`config.mk`:
```
export PLATFORM = sky130hd
export DESIGN_NAME = pipeline_hazard_ctrl_flat
export DESIGN_NICKNAME = d
export VERILOG_FILES = /design/src/rtl/pipeline_hazard_ctrl_pkg.sv /design/src/rtl/pipeline_hazard_ctrl_if.sv /design/src/rtl/pipeline_hazard_ctrl_fwd.sv /design/src/rtl/pipeline_hazard_ctrl.sv /design/src/flat_wrapper.sv
export SDC_FILE = /design/constraint.sdc
export NUM_CORES = 1
export LEC_CHECK = 0
export CORE_ASPECT_RATIO = 0.9
export CORE_UTILIZATION = 50
export CTS_BUF_LIST = sky130_fd_sc_hd__clkbuf_8
export DETAILED_ROUTE_END_ITERATION = 10
export PLACE_DENSITY_LB_ADDON = 0.1
export SLEW_MARGIN = 20
export SYNTH_ARGS = -nofsm -noshare
export SYNTH_HDL_FRONTEND = slang
export SYNTH_HIERARCHICAL = 1
export SYNTH_SLANG_ARGS = --single-unit
```
`constraint.sdc`:
```
create_clock -name clk -period 5.23 [get_ports clk]
set_input_delay 0.7845 -clock clk [delete_from_list [all_inputs] [get_ports clk]]
set_output_delay 0.7845 -clock clk [all_outputs]
set_load 0.02 [all_outputs]
```
`src/rtl/pipeline_hazard_ctrl_pkg.sv`:
```
// Shared types and constants for the pipeline hazard/control unit.
package pipe_ctrl_pkg;

    localparam int unsigned REG_W_DFLT = 4;
    localparam int unsigned CNT_W_DFLT = 16;

    localparam logic [1:0] FWD_RF  = 2'b00;
    localparam logic [1:0] FWD_MEM = 2'b01;
    localparam logic [1:0] FWD_WB  = 2'b10;

    typedef enum logic [1:0] {RUN, MEMWAIT, FLUSH} hz_state_t;

    typedef struct packed {
        logic stall_f;
        logic stall_d;
        logic stall_e;
        logic stall_m;
        logic flush_d;
        logic flush_e;
    } hz_ctrl_t;

endpackage

```
`src/rtl/pipeline_hazard_ctrl_if.sv`:
```
// Pipeline <-> hazard unit signal bundle; master is the datapath, slave the hazard unit.
interface pipeline_hazard_ctrl_if
    import pipe_ctrl_pkg::*;
#(
    parameter int unsigned REG_W = REG_W_DFLT,
    parameter int unsigned CNT_W = CNT_W_DFLT
);
    logic [REG_W-1:0] R2d, R3d;
    logic             useR2d, useR3d;
    logic [REG_W-1:0] R2e, R3e, DestRe;
    logic             wrege, rmeme;
    logic [REG_W-1:0] DestRm;
    logic             wregm;
    logic [REG_W-1:0] DestRw;
    logic             wregw;
    logic             jmpTaken, memReq, memAck;

    logic             stallF, stallD, stallE, stallM;
    logic             flushD, flushE;
    logic [1:0]       fwdA, fwdB;
    logic             memErr;
    logic [CNT_W-1:0] stallCnt;

    modport master (
        output R2d, R3d, useR2d, useR3d, R2e, R3e, DestRe, wrege, rmeme,
               DestRm, wregm, DestRw, wregw, jmpTaken, memReq, memAck,
        input  stallF, stallD, stallE, stallM, flushD, flushE,
               fwdA, fwdB, memErr, stallCnt
    );

    modport slave (
        input  R2d, R3d, useR2d, useR3d, R2e, R3e, DestRe, wrege, rmeme,
               DestRm, wregm, DestRw, wregw, jmpTaken, memReq, memAck,
        output stallF, stallD, stallE, stallM, flushD, flushE,
               fwdA, fwdB, memErr, stallCnt
    );

endinterface

```
`src/rtl/pipeline_hazard_ctrl_fwd.sv`:
```
// Operand-forwarding select for one EX source; the MEM result wins over WB.
module fwd_unit
    import pipe_ctrl_pkg::*;
#(
    parameter int unsigned REG_W = REG_W_DFLT
) (
    input  logic [REG_W-1:0] src_i,
    input  logic [REG_W-1:0] dest_m_i,
    input  logic             wreg_m_i,
    input  logic [REG_W-1:0] dest_w_i,
    input  logic             wreg_w_i,
    output logic [1:0]       sel_c_o
);

    always_comb begin
        sel_c_o = FWD_RF;
        if (wreg_m_i && (dest_m_i == src_i)) begin
            sel_c_o = FWD_MEM;
        end else if (wreg_w_i && (dest_w_i == src_i)) begin
            sel_c_o = FWD_WB;
        end
    end

endmodule

```
`src/rtl/pipeline_hazard_ctrl.sv`:
```
// Hazard and pipeline-control unit: forwarding, load-use bubbles, memory-wait
// stalls, post-jump flushes and a saturating stall counter.
module pipeline_hazard_ctrl
    import pipe_ctrl_pkg::*;
#(
    parameter int unsigned REG_W        = REG_W_DFLT,
    parameter int unsigned FLUSH_CYCLES = 2,
    parameter int unsigned MEM_TIMEOUT  = 64,
    parameter int unsigned CNT_W        = CNT_W_DFLT
) (
    input  logic                   clk,
    input  logic                   rst,
    pipeline_hazard_ctrl_if.slave  bus_io
);

    localparam int unsigned WAIT_W = $clog2(MEM_TIMEOUT + 1);
    localparam int unsigned FL_W   = (FLUSH_CYCLES > 1) ? $clog2(FLUSH_CYCLES) : 1;
    localparam logic [WAIT_W-1:0] WAIT_MAX  = WAIT_W'(MEM_TIMEOUT);
    localparam logic [FL_W-1:0]   FL_RELOAD = FL_W'(FLUSH_CYCLES - 1);

    hz_state_t         state_q, state_d;
    logic [WAIT_W-1:0] wait_q, wait_d;
    logic [FL_W-1:0]   fl_q, fl_d;
    logic              err_q, err_d;
    logic [CNT_W-1:0]  stall_cnt_q, stall_cnt_d;
    hz_ctrl_t          ctrl_c;
    logic              load_use_c;

    fwd_unit #(.REG_W(REG_W)) u_fwd_a (
        .src_i    (bus_io.R2e),
        .dest_m_i (bus_io.DestRm),
        .wreg_m_i (bus_io.wregm),
        .dest_w_i (bus_io.DestRw),
        .wreg_w_i (bus_io.wregw),
        .sel_c_o  (bus_io.fwdA)
    );

    fwd_unit #(.REG_W(REG_W)) u_fwd_b (
        .src_i    (bus_io.R3e),
        .dest_m_i (bus_io.DestRm),
        .wreg_m_i (bus_io.wregm),
        .dest_w_i (bus_io.DestRw),
        .wreg_w_i (bus_io.wregw),
        .sel_c_o  (bus_io.fwdB)
    );

    assign load_use_c = bus_io.rmeme && bus_io.wrege &&
                        ((bus_io.useR2d && (bus_io.DestRe == bus_io.R2d)) ||
                         (bus_io.useR3d && (bus_io.DestRe == bus_io.R3d)));

    always_ff @(posedge clk) begin
        if (rst) begin
            state_q     <= RUN;
            wait_q      <= '0;
            fl_q        <= '0;
            err_q       <= 1'b0;
            stall_cnt_q <= '0;
        end else begin
            state_q     <= state_d;
            wait_q      <= wait_d;
            fl_q        <= fl_d;
            err_q       <= err_d;
            stall_cnt_q <= stall_cnt_d;
        end
    end

    // Next-state and same-cycle stall/flush decode
    always_comb begin
        state_d = state_q;
        wait_d  = wait_q;
        fl_d    = fl_q;
        err_d   = err_q;
        ctrl_c  = '0;
        unique case (state_q)
            RUN: begin
                if (bus_io.memReq && !bus_io.memAck) begin
                    ctrl_c  = '{stall_f: 1'b1, stall_d: 1'b1, stall_e: 1'b1,
                                stall_m: 1'b1, flush_d: 1'b0, flush_e: 1'b0};
                    state_d = MEMWAIT;
                    wait_d  = WAIT_W'(1);
                end else if (bus_io.memReq) begin
                    // zero-wait access outranks jump and load-use handling
                    state_d = RUN;
                end else if (bus_io.jmpTaken) begin
                    ctrl_c.flush_d = 1'b1;
                    ctrl_c.flush_e = 1'b1;
                    if (FLUSH_CYCLES > 1) begin
                        state_d = FLUSH;
                        fl_d    = FL_RELOAD;
                    end
                end else if (load_use_c) begin
                    ctrl_c.stall_f = 1'b1;
                    ctrl_c.stall_d = 1'b1;
                    ctrl_c.flush_e = 1'b1;
                end
            end
            MEMWAIT: begin
                ctrl_c = '{stall_f: 1'b1, stall_d: 1'b1, stall_e: 1'b1,
                           stall_m: 1'b1, flush_d: 1'b0, flush_e: 1'b0};
                if (bus_io.memAck) begin
                    state_d = RUN;
                end else begin
                    wait_d = wait_q + WAIT_W'(1);
                    if (wait_d == WAIT_MAX) begin
                        err_d   = 1'b1;
                        state_d = RUN;
                    end
                end
            end
            FLUSH: begin
                ctrl_c.flush_d = 1'b1;
                if (bus_io.jmpTaken) begin
                    ctrl_c.flush_e = 1'b1;
                    fl_d           = FL_RELOAD;
                end else begin
                    fl_d = fl_q - FL_W'(1);
                    if (fl_d == '0) begin
                        state_d = RUN;
                    end
                end
            end
            default: state_d = RUN;
        endcase
    end

    always_comb begin
        stall_cnt_d = stall_cnt_q;
        if (ctrl_c.stall_f && (stall_cnt_q != '1)) begin
            stall_cnt_d = stall_cnt_q + CNT_W'(1);
        end
    end

    assign bus_io.stallF   = ctrl_c.stall_f;
    assign bus_io.stallD   = ctrl_c.stall_d;
    assign bus_io.stallE   = ctrl_c.stall_e;
    assign bus_io.stallM   = ctrl_c.stall_m;
    assign bus_io.flushD   = ctrl_c.flush_d;
    assign bus_io.flushE   = ctrl_c.flush_e;
    assign bus_io.memErr   = err_q;
    assign bus_io.stallCnt = stall_cnt_q;

endmodule

```
`src/flat_wrapper.sv`:
```
// flat-port wrapper written by rule: the top's interface ports become plain ports
module pipeline_hazard_ctrl_flat import pipe_ctrl_pkg::*;
#(
    parameter int unsigned REG_W        = REG_W_DFLT,
    parameter int unsigned FLUSH_CYCLES = 2,
    parameter int unsigned MEM_TIMEOUT  = 64,
    parameter int unsigned CNT_W        = CNT_W_DFLT
)
  (clk, rst, bus_io_R2d, bus_io_R3d, bus_io_useR2d, bus_io_useR3d, bus_io_R2e, bus_io_R3e, bus_io_DestRe, bus_io_wrege, bus_io_rmeme, bus_io_DestRm, bus_io_wregm, bus_io_DestRw, bus_io_wregw, bus_io_jmpTaken, bus_io_memReq, bus_io_memAck, bus_io_stallF, bus_io_stallD, bus_io_stallE, bus_io_stallM, bus_io_flushD, bus_io_flushE, bus_io_fwdA, bus_io_fwdB, bus_io_memErr, bus_io_stallCnt);
  pipeline_hazard_ctrl_if #(.REG_W(REG_W), .CNT_W(CNT_W)) bus_io_i ();
  input  logic clk;
  input  logic rst;
  input wire logic [$bits(bus_io_i.R2d)-1:0] bus_io_R2d;
  input wire logic [$bits(bus_io_i.R3d)-1:0] bus_io_R3d;
  input wire logic [$bits(bus_io_i.useR2d)-1:0] bus_io_useR2d;
  input wire logic [$bits(bus_io_i.useR3d)-1:0] bus_io_useR3d;
  input wire logic [$bits(bus_io_i.R2e)-1:0] bus_io_R2e;
  input wire logic [$bits(bus_io_i.R3e)-1:0] bus_io_R3e;
  input wire logic [$bits(bus_io_i.DestRe)-1:0] bus_io_DestRe;
  input wire logic [$bits(bus_io_i.wrege)-1:0] bus_io_wrege;
  input wire logic [$bits(bus_io_i.rmeme)-1:0] bus_io_rmeme;
  input wire logic [$bits(bus_io_i.DestRm)-1:0] bus_io_DestRm;
  input wire logic [$bits(bus_io_i.wregm)-1:0] bus_io_wregm;
  input wire logic [$bits(bus_io_i.DestRw)-1:0] bus_io_DestRw;
  input wire logic [$bits(bus_io_i.wregw)-1:0] bus_io_wregw;
  input wire logic [$bits(bus_io_i.jmpTaken)-1:0] bus_io_jmpTaken;
  input wire logic [$bits(bus_io_i.memReq)-1:0] bus_io_memReq;
  input wire logic [$bits(bus_io_i.memAck)-1:0] bus_io_memAck;
  output wire logic [$bits(bus_io_i.stallF)-1:0] bus_io_stallF;
  output wire logic [$bits(bus_io_i.stallD)-1:0] bus_io_stallD;
  output wire logic [$bits(bus_io_i.stallE)-1:0] bus_io_stallE;
  output wire logic [$bits(bus_io_i.stallM)-1:0] bus_io_stallM;
  output wire logic [$bits(bus_io_i.flushD)-1:0] bus_io_flushD;
  output wire logic [$bits(bus_io_i.flushE)-1:0] bus_io_flushE;
  output wire logic [$bits(bus_io_i.fwdA)-1:0] bus_io_fwdA;
  output wire logic [$bits(bus_io_i.fwdB)-1:0] bus_io_fwdB;
  output wire logic [$bits(bus_io_i.memErr)-1:0] bus_io_memErr;
  output wire logic [$bits(bus_io_i.stallCnt)-1:0] bus_io_stallCnt;
  assign bus_io_i.R2d = bus_io_R2d;
  assign bus_io_i.R3d = bus_io_R3d;
  assign bus_io_i.useR2d = bus_io_useR2d;
  assign bus_io_i.useR3d = bus_io_useR3d;
  assign bus_io_i.R2e = bus_io_R2e;
  assign bus_io_i.R3e = bus_io_R3e;
  assign bus_io_i.DestRe = bus_io_DestRe;
  assign bus_io_i.wrege = bus_io_wrege;
  assign bus_io_i.rmeme = bus_io_rmeme;
  assign bus_io_i.DestRm = bus_io_DestRm;
  assign bus_io_i.wregm = bus_io_wregm;
  assign bus_io_i.DestRw = bus_io_DestRw;
  assign bus_io_i.wregw = bus_io_wregw;
  assign bus_io_i.jmpTaken = bus_io_jmpTaken;
  assign bus_io_i.memReq = bus_io_memReq;
  assign bus_io_i.memAck = bus_io_memAck;
  assign bus_io_stallF = bus_io_i.stallF;
  assign bus_io_stallD = bus_io_i.stallD;
  assign bus_io_stallE = bus_io_i.stallE;
  assign bus_io_stallM = bus_io_i.stallM;
  assign bus_io_flushD = bus_io_i.flushD;
  assign bus_io_flushE = bus_io_i.flushE;
  assign bus_io_fwdA = bus_io_i.fwdA;
  assign bus_io_fwdB = bus_io_i.fwdB;
  assign bus_io_memErr = bus_io_i.memErr;
  assign bus_io_stallCnt = bus_io_i.stallCnt;
  pipeline_hazard_ctrl #(.REG_W(REG_W), .FLUSH_CYCLES(FLUSH_CYCLES), .MEM_TIMEOUT(MEM_TIMEOUT), .CNT_W(CNT_W)) u_core (.clk(clk), .rst(rst), .bus_io(bus_io_i));
endmodule
```
==> results.cfg, run 1 <==
[floorplan]
rows = 20
fp.coreArea_um2 = 3400
die_h_um = 59.0
die_w_um = 65.4
initial_core_util_pct = 53.1
pin_count = 66
dieArea_um2 = 3860

[logic_synthesis]
syn_area_per_cell_um2 = 7.86
syn-num-nets = 271
synth_compound_area_share_pct = 18.5
synthArstFlopShare_pct = 0
synth_area_um2 = 1810
synth_area_leaders = dfxtp_1 (30%), nor2_1 (5.2%), a21oi_1 (5.0%)
synthMuxAreaShare_pct = 2.42
synth_adder_area_share_pct = 1.38
synth-edff-count = 0
synth-simple-area-share_pct = 31.9
yosysWarningCount = 6
ys_ff_latch = 27
yosysSeqAreaShare_pct = 29.9
synth_largest_area_cell = dfxtp_1
synth_top_family_by_area = simple AND/OR/NAND/NOR gates
ys.flop_type = dfxtp_1
synth.distinct_cells = 46
netlist_instances = 230
synth_xor_area_share_pct = 8.72
synth_top_area_share_pct = 29.9

[global_route]
grt_max_degree = 30
grt_pass1_vias = 1596
grt_pass1_wl_mm = 7.13
grt_overflow = 0
track_usage_pct = 23.4
antenna_found_initial = 0

[sta]
rsz0062_at_grt = no
fin_skew_ns = 0.00585
tightestPinTransition_ns = 0.962
fin_crit_ns = 3.56
tns_ns = 0
slew_viol_final = 0
fmax_ghz = 0.281
holdWs_ns = 0.486
min_period_over_period_pct = 68.1
setup_ws_ns = 1.67
setup_violations = 0
slew_headroom_pct = 35.7
hold_violations = 0

[power_and_ir_drop]
powerDensity_nw_per_um2 = 176
ir_drop_uv = 119
leakage_nw = 0.873
power_uw = 439

[route]
via_per_inst = 5.41
drt_iter0_markers = 100
drc = 0
vias = 1797
wl_per_cell_um = 12.9
ant_nets = 0
first_pass_iters = 4
wl_mm = 4.28

[worst_setup_path]
worst_path_max_delay_cell = clkdlybuf4s50_1
max_stage_delay_ns = 0.60
arrival_ns = 2.78
regToRegStartpoint = u_core/bus_io.stallCnt[0]
critPathLaunchType = input pin
end_kind = output port
cpMostUsedCell = clkdlybuf4s50_1
reg2regPathDepth = 6
cp_max_fo = 29
critPathRequiredTime_ns = 4.45
crit_family = buffers and inverters
path_cells = clkdlybuf4s50_1, xnor2_1, nand3_1, o22ai_2, a21oi_2, buf_4, inv_1, clkdlybuf4s50_1
r2r_setup_slack_ns = 2.92
rr_endpoint = u_core/bus_io.stallCnt[5]
critical_path_class = input pin to output port
cp.buffers_inverters = 4
worstSetupPathDepth = 8

[worst_hold_path]
whs_endpoint = u_core/bus_io.memErr
hp-start = u_core/bus_io.memErr
min_path_cells = 2
hp-class = register to register

[clock_tree]
path_clk_slew_ns = 0.09
cts_buffers = 3
clk_latency_ns = 0.27
cts_sinks = 27
h-tree-depth = 1
ctsResizeCount = 0
cts_buffer_depth = 2
tritoncts = done
cts_root_buffer = clkbuf_8
holdBufCountCts = 0
post_cts_buffers = 0

[cells_and_area]
n_fill_cell = 283
insertedDiodeCount = 0
final_cells = 332
drive_gt1_share_pct = 5.90
area_growth_syn_to_layout_pct = 38.3
final_area_um2 = 2500
nets = 330
post-route-util_pct = 73.5

[placed_design]
dpl.cell_count = 328
io_buffers = 65
gp_congestion = 0.746
dp_hpwl_mm = 3.31
pre_cts_ws_ns = 1.67
placed_cell_area_um2 = 2450

[job]
max_cap_viol_count = 0

[outcome]
status = complete, no violations
## how the worst max path moves through the flow
stage / start / to / slack [ns]
floorplan: bus_io_memAck / bus_io_stallF / 2.44
global placement: bus_io_DestRe[0] / bus_io_stallF / 1.72
detailed placement: bus_io_DestRe[0] / bus_io_stallD / 1.67
CTS: bus_io_DestRe[0] / bus_io_stallD / 1.66
global route: bus_io_DestRe[0] / bus_io_stallF / 1.53
finish: bus_io_DestRe[0] / bus_io_stallF / 1.67
## cell usage after synthesis, types with 3 or more instances
library cell and count:
o21ai_1 3, buf_2 5, or3_1 4, or4_1 6, xor2_1 8, and3_1 5, nor2_1 25, buf_4 3
nor2b_1 4, dfxtp_1 27, clkbuf_1 3, nand2_1 13, inv_1 13, o21ai_0 4, o21a_1 3, o31ai_1 6
mux2_1 3, nand2b_1 5, nand3_1 14, xnor2_1 10, nor3_1 8, nor4_1 6, a21oi_1 18
## placed cells by master, fill, tap and decap left out, types with 6 or more instances in the layout
cell / netlist / layout
nor2_1: 25 / 25
nor4_1: 6 / 6
a21oi_1: 18 / 17
or4_1: 6 / 6
o31ai_1: 6 / 6
nand3_1: 14 / 14
xnor2_1: 10 / 10
dfxtp_1: 27 / 27
nand2_1: 13 / 13
nor3_1: 8 / 8
inv_1: 13 / 13
clkdlybuf4s50_1: 0 / 65
xor2_1: 8 / 8
## routing by layer
metal / vias to the layer above / wire length [um] / track usage [%]
li1: 951 / - / -
met1: 811 / 1970 / 29.2
met2: 31 / 2120 / 42.3
met3: 4 / 147 / 4.04
met4: 0 / 31 / 4.97
met5: - / 0 / 0
## power by group
group | leakage [nW] | internal [mW] | total [mW] | switching [mW]
clock network | 0.0217 | 0.0540 | 0.119 | 0.0650
logic | 0.633 | 0.0573 | 0.106 | 0.0488
registers | 0.218 | 0.209 | 0.214 | 0.00487
## area by class of cell
cell class	instances	area (um2)	share of cell area (%)
flip-flops and latches	27	541	21.6
clock buffers	3	41.3	1.65
inverters	13	48.8	1.95
well taps	44	55.1	2.20
clock inverters	1	7.51	0.300
multi-input cells	177	1140	45.6
repair buffers	67	666	26.6
## cells by family (layout without fill, tap and decap cells)
kind of cell	count (synthesis)	count (layout)
and+or+nand+nor	103	103
buffers and inverters	26	84
AOI/OAI and AO/OA	50	50
muxes	4	4
adders and majority gates	2	2
xor gates and xnor gates	18	18
DFF	27	27
## registers in the layout, summed over array words and instances, names as in the netlist
| name | cells |
|---|---|
| u_core/bus_io.memErr | 1 |
| u_core/fl_q | 1 |
| u_core/bus_io.stallCnt | 16 |
| u_core/wait_q | 7 |
| u_core/state_q | 2 |
## worst register-to-register path, stage by stage (launching register included)
cell and delay (ns):
dfxtp_1 0.41, ha_1 0.31, nand2_1 0.15, nor4_2 0.63, buf_4 0.31, nor3_1 0.08
mux2_1 0.31
Note: power is estimated with default switching activity, not from simulation.
==> inputs of run 2 (changes only) <==
CORE_UTILIZATION = 46   (was 50)
clock period = 3.7 ns   (was 5.23 ns; I/O delays follow)
==> results.cfg, run 2 (synthesis gave the netlist of run 1 again) <==
[floorplan]
pin_count = 66
initial_core_util_pct = 48.5
die_h_um = 61.5
rows = 21
dieArea_um2 = 4190
die_w_um = 68.1
fp.coreArea_um2 = 3730

[power_and_ir_drop]
clkPwrFrac_pct = 26.9
swShare_pct = 26.8
leakage_nw = 0.873
power.switching_uw = 166
powerDensity_nw_per_um2 = 248
p_int_uw = 453
ir_drop_uv = 218
p_seq_share_pct = 48.9
pwr-share-comb_pct = 24.3

[sta]
slew_viol_final = 0
tightestPinTransition_ns = 0.931
slew_headroom_pct = 37.7
min_period_over_period_pct = 79.9
hold_violations = 0
rsz0062_at_grt = no
setup_violations = 0
fmax_ghz = 0.338
fin_crit_ns = 2.96
fin_skew_ns = 0.00356
setup_ws_ns = 0.744
tns_ns = 0

[global_route]
grt_max_degree = 29
track_usage_pct = 20.8
grt_overflow = 0
grt_pass1_wl_mm = 6.57
grt_use_met3_pct = 4.81
antenna_found_initial = 0
grtUsageMet1_pct = 24.4
grt_pass1_vias = 1550
use_met2_pct = 37.5
grt-busiest-layer = met2

[route]
first_pass_iters = 4
wl_per_cell_um = 12.4
vias = 1824
ant_nets = 0
wl_mm = 4.15
drt_iter0_markers = 106
via_per_inst = 5.46
drc = 0

[worst_setup_path]
end_kind = output port
cpMostUsedCell = clkdlybuf4s50_1
path_cells = clkdlybuf4s50_1, xnor2_1, nand3_1, o22ai_2, a21oi_1, nor3_1, clkdlybuf4s50_1
max_stage_delay_ns = 0.63
arrival_ns = 2.40
critPathRequiredTime_ns = 3.14
critical_path_class = input pin to output port
cp_max_fo = 2
worst_path_max_delay_cell = clkdlybuf4s50_1
critPathLaunchType = input pin

[clock_tree]
clk_latency_ns = 0.27
cts_sinks = 27
cts_buffers = 3
cts_root_buffer = clkbuf_8
path_clk_slew_ns = 0.09
post_cts_buffers = 0
holdBufCountCts = 0
ctsResizeCount = 0
h-tree-depth = 1
tritoncts = done
cts_buffer_depth = 2

[placed_design]
pre_cts_ws_ns = 0.728
gp_congestion = 0.739
dp_hpwl_mm = 3.25
placed_cell_area_um2 = 2450
io_buffers = 65

[cells_and_area]
nets = 330
drive_gt1_share_pct = 5.90
insertedDiodeCount = 0
final_area_um2 = 2500
largest_reg_flops = 16
area_growth_syn_to_layout_pct = 38.4
final_common_cell = clkdlybuf4s50_1
final_cell_mix = clkdlybuf4s50_1 (65), dfxtp_1 (27), nor2_1 (25)

[job]
max_cap_viol_count = 0

[worst_hold_path]
hp-class = register to register

[outcome]
status = complete, no violations
## run 2: worst max-delay path: cells and delay by family
family | cells | cell delay (ns)
buf+inv | 2 | 1.14
compound gates | 2 | 0.31
simple gates | 2 | 0.27
xor+xnor | 1 | 0.13
## run 2: final timing paths
kind | depth (start not counted) | end | start | slack [ns]
worst max-delay path | 7 | bus_io_flushE | bus_io_DestRe[3] | 0.74
worst min-delay path | 2 | u_core/bus_io.memErr | u_core/bus_io.memErr | 0.49
worst max register to register | 6 | u_core/bus_io.stallCnt[6] | u_core/bus_io.stallCnt[1] | 1.58
worst min register to register | 2 | u_core/bus_io.memErr | u_core/bus_io.memErr | 0.49
## run 2: power by group through the flow
stage	clock, mW	combinational, mW	sequential [mW]
floorplan	0	0.0793	0.308
global placement	0	0.149	0.309
detailed placement	0	0.151	0.309
CTS	0.172	0.151	0.303
global route	0.184	0.164	0.304
finish	0.167	0.150	0.303
## run 2: final cells by class
type / count / area (um2)
multi-input combinational: 177 / 1140
inverter: 13 / 48.8
clock inverter: 1 / 7.51
fill: 339 / 1230
sequential: 27 / 541
timing repair buffer: 67 / 666
clock buffer: 3 / 41.3
tap: 46 / 57.6
## run 2: metrics by stage
stage	hold slack (ns)	utilization (%)	power [mW]	cells
finish	0.488	67.1	0.620	334
global route	0.515	67.1	0.652	334
CTS	0.495	67.1	0.626	334
detailed placement	0.475	65.8	0.460	330
global placement	0.459	65.8	0.459	330
floorplan	0.448	-	0.387	230
## run 2: metal layers
metal | vias to the layer above | part of all wire [%]
met2 | 32 | 49
li1 | 949 | -
met5 | - | 0
met4 | 0 | 0.96
met1 | 838 | 46
met3 | 5 | 4.5
==> inputs of run 3 (changes only) <==
clock period = 2.75 ns   (was 3.7 ns; I/O delays follow)
==> results.cfg, run 3 (synthesis gave the netlist of run 1 again) <==
[outcome]
status = complete, no violations

[floorplan]
pin_count = 66
rows = 21
fp.coreArea_um2 = 3730
die_h_um = 61.5
die_w_um = 68.1
dieArea_um2 = 4190
initial_core_util_pct = 48.5

[cells_and_area]
nets = 332
drive_gt1_share_pct = 6.55
final_cell_mix = clkdlybuf4s50_1 (64), dfxtp_1 (27), nor2_1 (25)
largest_reg_flops = 16
final_common_cell = clkdlybuf4s50_1
insertedDiodeCount = 0
post-route-util_pct = 67.5
final_area_um2 = 2520
final_cells = 336
area_growth_syn_to_layout_pct = 39.4

[clock_tree]
holdBufCountCts = 0
tritoncts = done
path_clk_slew_ns = 0.10
clk_latency_ns = 0.28
cts_root_buffer = clkbuf_8
cts_sinks = 27
cts_buffer_depth = 2
h-tree-depth = 1
cts_buffers = 3

[sta]
tightestPinTransition_ns = 0.712
rsz0062_at_grt = no
fmax_ghz = 0.382
fin_skew_ns = 0.00452
slew_headroom_pct = 52.4
holdWs_ns = 0.484
slew_viol_final = 0
hold_violations = 0
fin_crit_ns = 2.62
tns_ns = 0
setup_ws_ns = 0.131
min_period_over_period_pct = 95.2
setup_violations = 0

[global_route]
grt_pass1_wl_mm = 6.93
grt_max_degree = 29
antenna_found_initial = 0
grt_pass1_vias = 1602
track_usage_pct = 21.6
grt_overflow = 0

[power_and_ir_drop]
p_seq_share_pct = 48.4
powerDensity_nw_per_um2 = 334
swShare_pct = 27.5
clkPwrFrac_pct = 27.4
power.switching_uw = 231
p_int_uw = 611
power_uw = 842
pwr-share-comb_pct = 24.1
ir_drop_uv = 285
leakage_nw = 0.897

[route]
vias = 1826
wl_per_cell_um = 12.4
ant_nets = 0
drt_iter0_markers = 91
drc = 0
wl_mm = 4.18
first_pass_iters = 4
via_per_inst = 5.43

[worst_setup_path]
path_cells = clkdlybuf4s50_1, xnor2_1, nand3_1, o22ai_2, a21oi_2, inv_1, clkdlybuf4s50_1
crit_family = buffers and inverters
worst_path_max_delay_cell = clkdlybuf4s50_1
cpMostUsedCell = clkdlybuf4s50_1
critical_path_class = input pin to output port
max_stage_delay_ns = 0.61
cp.buffers_inverters = 3
arrival_ns = 2.21
critPathRequiredTime_ns = 2.34
cp_max_fo = 2
end_kind = output port
critPathLaunchType = input pin

[placed_design]
io_buffers = 65
placed_cell_area_um2 = 2470
gp_congestion = 0.757
pre_cts_ws_ns = 0.0510
dp_hpwl_mm = 3.27
dpl.cell_count = 332

[worst_hold_path]
hp-class = register to register

[job]
max_cap_viol_count = 0
## run 3: cell count changes in the layout (fill, tap and decap cells not counted)
cell             delta
buf_4               +2
dlymetal6s2s_1      +1
clkdlybuf4s50_1     -1
## run 3: layout make-up
class                           count  area (um2)
Clock inverter                      1        7.51
Clock buffer                        3        41.3
Timing Repair Buffer               69         683
Fill cell                         331        1210
Inverter                           13        48.8
Sequential cell                    27         541
Multi-Input combinational cell    177        1140
Tap cell                           46        57.6
## run 3: final timing paths
| path | from | end | slack, ns | cells past startpoint |
|---|---|---|---|---|
| max reg2reg | u_core/state_q[1] | u_core/bus_io.stallCnt[6] | 0.81 | 5 |
| max | bus_io_DestRe[0] | bus_io_stallF | 0.13 | 7 |
| min | u_core/bus_io.memErr | u_core/bus_io.memErr | 0.48 | 2 |
| min reg2reg | u_core/bus_io.memErr | u_core/bus_io.memErr | 0.48 | 2 |
## run 3: power by group through the flow
| stage | registers [mW] | clock network, mW | logic (mW) |
|---|---|---|---|
| 3_5_place_dp | 0.416 | 0 | 0.204 |
| 4_1_cts | 0.408 | 0.241 | 0.205 |
| 2_1_floorplan | 0.415 | 0 | 0.107 |
| 6_report | 0.408 | 0.231 | 0.203 |
| 3_3_place_gp | 0.417 | 0 | 0.202 |
| 5_1_grt | 0.409 | 0.259 | 0.223 |
## run 3: routing by layer
layer	track usage, %	part of all wire [%]	vias up
li1	-	-	959
met1	28.4	49	825
met2	36.7	46	38
met3	4.44	3.6	4
met4	4.46	0.69	0
met5	0	0	-
## run 3: worst register-to-register path, cell delays in order (launching register included)
cell     delay (ns)
dfxtp_1        0.39
nor4_1         0.37
a21oi_2        0.12
buf_4          0.23
nor4_1         0.38
mux2_1         0.35
## run 3: what timing repair did
| item | CTS | global route |
|---|---|---|
| resized for setup | 0 | 1 |
| endpoints found under the setup margin | 0 | 1 |
| setup buffers | 0 | 0 |
